<file path="src/rtl/tc0480scp_rom_arbiter.sv">
// tc0480scp_rom_arbiter: round-robin share of one toggle-handshake tile-ROM port among NUM_REQ layer fetchers.
// Latency: ROM grant on the edge a request is seen pending; load/ack on the edge the ROM ack is seen; blank tiles take one edge.
// Backpressure: one ROM transfer outstanding at a time; WAIT stalls with no timeout; requesters hold until ack_toggle matches.
// Ports: i_req_toggle/i_req_addr/i_req_blank in, o_ack_toggle/o_load/o_load_data out (requester side);
//        o_rom_address/o_rom_req out, i_rom_ack/i_rom_data in (ROM side); o_grant_idx, o_busy status.
module tc0480scp_rom_arbiter #(
  parameter int NUM_REQ = 4,
  parameter int ADDR_W  = 23,
  parameter int DATA_W  = 64,
  localparam int IDX_W  = $clog2(NUM_REQ)
) (
  input  logic                      i_clk,
  input  logic                      i_reset_n,
  input  logic [NUM_REQ-1:0]        i_req_toggle,
  input  logic [NUM_REQ*ADDR_W-1:0] i_req_addr,
  input  logic [NUM_REQ-1:0]        i_req_blank,
  output logic [NUM_REQ-1:0]        o_ack_toggle,
  output logic [NUM_REQ-1:0]        o_load,
  output logic [DATA_W-1:0]         o_load_data,
  output logic [IDX_W-1:0]          o_grant_idx,
  output logic                      o_busy,
  output logic [ADDR_W-1:0]         o_rom_address,
  output logic                      o_rom_req,
  input  logic                      i_rom_ack,
  input  logic [DATA_W-1:0]         i_rom_data
);

  typedef enum logic [1:0] {ST_IDLE, ST_WAIT, ST_DRAIN} state_t;

  state_t              r_state;
  state_t              w_state_nxt;
  logic                r_rst;          // first cycle after reset release: decide DRAIN vs IDLE
  logic [NUM_REQ-1:0]  r_ack;
  logic [NUM_REQ-1:0]  r_load;
  logic [DATA_W-1:0]   r_load_data;
  logic [IDX_W-1:0]    r_grant;
  logic [IDX_W-1:0]    r_rr;
  logic [IDX_W-1:0]    r_g;
  logic [ADDR_W-1:0]   r_rom_address;
  logic                r_rom_req;

  logic [NUM_REQ-1:0]  w_pending;
  logic                w_found;
  logic [IDX_W-1:0]    w_gidx;
  logic [NUM_REQ-1:0]  w_gmask;
  logic [NUM_REQ-1:0]  w_rmask;
  logic                w_rom_done;
  logic                w_serve_blank;
  logic                w_issue;
  logic                w_complete;

  function automatic logic [IDX_W-1:0] f_next(input logic [IDX_W-1:0] g);
    if (int'(g) == NUM_REQ - 1) return '0;
    return g + 1'b1;
  endfunction

  assign w_pending  = i_req_toggle ^ r_ack;
  assign w_rom_done = (r_rom_req == i_rom_ack);
  assign w_gmask    = NUM_REQ'(1) << w_gidx;
  assign w_rmask    = NUM_REQ'(1) << r_g;

  // Rotating search starting at r_rr; first pending index wins.
  always_comb begin
    w_found = 1'b0;
    w_gidx  = '0;
    for (int j = 0; j < NUM_REQ; j++) begin
      if (!w_found && w_pending[IDX_W'((int'(r_rr) + j) % NUM_REQ)]) begin
        w_found = 1'b1;
        w_gidx  = IDX_W'((int'(r_rr) + j) % NUM_REQ);
      end
    end
  end

  always_ff @(posedge i_clk) begin
    if (!i_reset_n) begin
      r_state <= ST_IDLE;
      r_rst   <= 1'b1;
    end else begin
      r_state <= w_state_nxt;
      r_rst   <= 1'b0;
    end
  end

  always_comb begin
    w_state_nxt   = r_state;
    w_serve_blank = 1'b0;
    w_issue       = 1'b0;
    w_complete    = 1'b0;
    if (!i_reset_n) begin
      w_state_nxt = ST_IDLE;
    end else if (r_rst) begin
      // A transfer left in flight by a reset must be absorbed, never delivered.
      w_state_nxt = w_rom_done ? ST_IDLE : ST_DRAIN;
    end else begin
      case (r_state)
        ST_IDLE: begin
          if (w_found) begin
            if (i_req_blank[w_gidx]) begin
              w_serve_blank = 1'b1;
            end else begin
              w_issue     = 1'b1;
              w_state_nxt = ST_WAIT;
            end
          end
        end
        ST_WAIT: begin
          if (w_rom_done) begin
            w_complete  = 1'b1;
            w_state_nxt = ST_IDLE;
          end
        end
        ST_DRAIN: begin
          if (w_rom_done) w_state_nxt = ST_IDLE;
        end
        default: w_state_nxt = ST_IDLE;
      endcase
    end
  end

  always_ff @(posedge i_clk) begin
    if (!i_reset_n) begin
      r_ack         <= '0;
      r_load        <= '0;
      r_load_data   <= '0;
      r_grant       <= '0;
      r_rr          <= '0;
      r_g           <= '0;
      r_rom_address <= '0;
    end else begin
      r_load <= '0;
      if (w_serve_blank) begin
        r_ack       <= r_ack ^ w_gmask;
        r_load      <= w_gmask;
        r_load_data <= '0;
        r_grant     <= w_gidx;
        r_rr        <= f_next(w_gidx);
      end
      if (w_issue) begin
        r_rom_address <= i_req_addr[int'(w_gidx)*ADDR_W +: ADDR_W];
        r_grant       <= w_gidx;
        r_g           <= w_gidx;
      end
      if (w_complete) begin
        r_ack       <= r_ack ^ w_rmask;
        r_load      <= w_rmask;
        r_load_data <= i_rom_data;
        r_rr        <= f_next(r_g);
      end
    end
  end

  // The ROM request toggle keeps parity with the ROM controller across our reset.
  always_ff @(posedge i_clk) begin
    if (w_issue) r_rom_req <= ~r_rom_req;
  end

  assign o_ack_toggle  = r_ack;
  assign o_load        = r_load;
  assign o_load_data   = r_load_data;
  assign o_grant_idx   = r_grant;
  assign o_busy        = (r_state != ST_IDLE);
  assign o_rom_address = r_rom_address;
  assign o_rom_req     = r_rom_req;

endmodule

</file>
<file path="config.mk">
export PLATFORM = sky130hd
export DESIGN_NAME = tc0480scp_rom_arbiter
export DESIGN_NICKNAME = d
export VERILOG_FILES = /design/src/rtl/tc0480scp_rom_arbiter.sv
export SDC_FILE = /design/constraint.sdc
export NUM_CORES = 1
export LEC_CHECK = 0
export CAP_MARGIN = 20
export CORE_ASPECT_RATIO = 0.7
export CORE_MARGIN = 2
export CORE_UTILIZATION = 30
export CTS_CLUSTER_DIAMETER = 100
export CTS_CLUSTER_SIZE = 16
export DETAILED_ROUTE_END_ITERATION = 7
export PLACE_DENSITY = 0.8
export SYNTH_ARGS = -nofsm -noshare
export SYNTH_HDL_FRONTEND = slang
export SYNTH_SLANG_ARGS = --single-unit
</file>
<file path="constraint.sdc">
create_clock -name i_clk -period 2.5 [get_ports i_clk]
set_clock_uncertainty 0.05 [all_clocks]
set_input_delay 0.5 -clock i_clk [delete_from_list [all_inputs] [get_ports i_clk]]
set_output_delay 0.5 -clock i_clk [all_outputs]
set_load 0.02 [all_outputs]
</file>
==> reports/results.tsv <==
stage	metric	value	unit
status	status	completed	
yosys	count leader, synth	dfxtp_1	
power	Pwr Density	740	nW/um^2
layout	share of layout cells above drive strength 1	9.32	%
cts	clock-pin slew on the worst setup and hold paths	0.07	ns
die	I/O pin total	266	
cts	CTS HTree Levels	3	
critical_path	worst endpoint data arrival time	2.61	ns
sta	worst-margin pin slew	0.643	ns
hold_path	HP Class	reg -> reg	
drt	drt pass-1 iters	4	
die	site row count	37	
yosys	Post-Syn Area	4450	sq um
critical_path	Critical Path Slowest Stage Cell	a2111oi_4	
layout	nets	913	
critical_path	Max Fanout on Critical Path	4	
job	Max Cap Violations	0	
layout	area delta synth->final	77.7	%
yosys	post-synth top area share	46.8	%
critical_path	startpoint types	primary input	
global_routing	vias in the first global route	4342	
die	die width	150	um
layout	ant diodes	0	
cts	root buffer cell	clkbuf_16	
layout	# fillers	1342	
global_routing	GRT Overall Usage	17.3	%
power	leakage	3.08	nW
sta	unrepaired setup endpoints after global routing	no	
cts	cts bufs inserted	9	
yosys	Synth top cells by count	dfxtp_1 (104), nand2_1 (78), a22o_1 (65)	
yosys	synth warn	0	
yosys	top post-synthesis cells by area	dfxtp_1 (47%), a22o_1 (13%), mux2i_1 (11%)	
global_routing	initial antenna violation count	0	
cts	Max Buffers Root-to-Sink	2	
yosys	post-synth cell types	41	
drt	initial DRC count	201	
die	area of the core	14600	sq um
drt	routed len/inst	15.0	um
critical_path	CP max stage delay	0.34	ns
die	initial core utilization	30.5	%
placement	hpwl dp	10.6	mm
yosys	Avg Inst Size Synth	9.72	sq um
global_routing	global-route wire length before repair	22.0	mm
sta	final setup vio count	0	
power	total power	0.00585	W
yosys	ys async rst share	0	%
sta	Slew Viols, Final	0	
drt	vias per cell	4.70	
drt	Post-Route WL	14.0	mm
die	die area	15900	sq um
sta	Worst Slack Setup Final	0.0816	ns
critical_path	CP delay by family, top	compound AO/OA/AOI/OAI gates	
yosys	synthesized flop and latch total	105	
global_routing	grt ovf	0	
cts	TritonCTS clock tree	done	
yosys	Seq/Total Area, Yosys	47.4	%
critical_path	crit path cell chain	dlygate4sd2_1 > xnor2_4 > o22ai_1 > a211o_1 > a221o_1 > and2_4 > buf_4 > or2_1 > a2111oi_4	
critical_path	Worst Path Buf+Inv	2	
global_routing	largest net degree at the start of global routing	62	
critical_path	type of destination of the critical path	flop	
die	die height	106	um
drt	via count	4395	
cts	insertion delay to the later sink of the worst-skew pair	0.34	ns
cts	clock sinks	105	
drt	DRC	0	
sta	clock period minus worst slack	2.42	ns
critical_path	Crit Path Class	in -> reg	
critical_path	CP Data Required Time	2.70	ns
yosys	EDFF count, synth	1	
placement	DP Worst Slack	-0.584	ns
layout	Multi-input gate area	2210	sq um
yosys	area leader, netlist	dfxtp_1	
yosys	main flop type after synthesis	dfxtp_1	
yosys	Mapped Cells	458	
layout	Seq. cell area	2120	sq um
sta	Final Cycle Share	96.7	%
placement	number of port buffers	265	
sta	Highest Clock Rate	0.413	GHz
power	Max VDD drop	0.308	mV
sta	final hold vios	0	
yosys	post-synth net total	635	
placement	GPL Wtd Cong	0.873	
sta	Slew HR	57.1	%
drt	Post-DRT Antenna Nets	0	
-- per-layer routing --
layer	vias to the layer above	routed length [um]	GRT usage (%)
met1	2062	6280	21.9
met3	19	947	5.11
met4	0	215	5.10
li1	2195	-	-
met5	-	0	0
met2	119	6610	28.5
-- per-stage QoR --
step / util, % / area (sq um) / setup TNS (ns) / std cells / hold slack (ns)
after detailed placement: 51.8 / 7560 / -47.70 / 918 / 0.401
after global placement: 51.8 / 7560 / -43.79 / 918 / 0.394
final: 54.3 / 7910 / 0 / 935 / 0.404
after CTS: 54.0 / 7870 / 0 / 933 / 0.413
after floorplan: - / 4500 / 0 / 458 / 0.432
after global routing: 54.3 / 7910 / 0 / 935 / 0.429
-- path summary, 6_finish.rpt --
kind                         start               end  slack [ns]  cells after the start
hold reg to reg   o_rom_address[6]  o_rom_address[6]        0.40                      2
setup / recovery   i_req_toggle[0]        r_state[0]        0.08                      9
setup reg to reg   o_ack_toggle[2]        r_state[0]        0.13                      8
hold / removal    o_rom_address[6]  o_rom_address[6]        0.40                      2
-- layout by cell type, fill, tap and decap left out, types with 2 or more instances in the layout --
cell             instances
a22o_1                  65
ha_1                    10
nand3_1                 26
clkbuf_16                9
dlygate4sd2_1            3
dfxtp_2                  2
xnor2_4                  3
nor4_1                   2
clkdlybuf4s50_1        261
nor2_1                   5
nand2_1                 78
a21oi_1                  2
buf_4                   31
o21ai_0                 27
a221o_1                  3
and2_1                   2
or2_1                    2
buf_12                   5
a221oi_1                 2
inv_2                    2
mux2i_1                 50
inv_1                   14
clkinv_4                 2
dfxtp_1                101
a32oi_1                  4
-- area by class of cell --
class                           instances  area share (%)
Clock buffer                            9            2.85
Sequential cell                       105            26.8
Inverter                               16           0.759
Clock inverter                          6           0.949
Multi-Input combinational cell        303            28.0
Tap cell                              195            3.08
Timing Repair Buffer                  301            37.6
-- worst reg2reg max path, cell delays in order (launching register included) --
cell and delay [ns]:
dfxtp_2 0.36, xnor2_4 0.16, buf_4 0.14, a22o_1 0.26, a221o_1 0.37, and2_4 0.19, buf_4 0.14, or2_1 0.26
a2111oi_4 0.34
-- power breakdown --
group | internal (W) | switching, W
Sequential | 0.00187 | 0.000115
Clock | 0.000785 | 0.000643
Combinational | 0.00121 | 0.00123
-- repair_timing --
action,4_1_cts,5_1_grt
resized for setup,8,6
setup endpoints to repair,76,2
pin swaps,2,4
buffers inserted,0,2
hold buffers,0,0
-- cells by family after synthesis --
logic type | share of synthesized area [%]
AO/OA/AOI/OAI | 20.3
XOR/XNOR | 1.18
adder cells (fa/ha/maj) | 2.81
buffers and inverters | 5.48
flip-flops | 47.4
multiplexers | 11.2
AND/OR/NAND/NOR | 11.6
-- state kept, by name, summed over array words and instances (netlist names) --
signal         cells
o_load_data       64
o_rom_address     23
o_ack_toggle       4
o_load             4
o_grant_idx        2
r_g                2
r_rr               2
r_state            2
o_rom_req          1
r_rst              1
No activity file was read; power rests on OpenSTA's default activity.
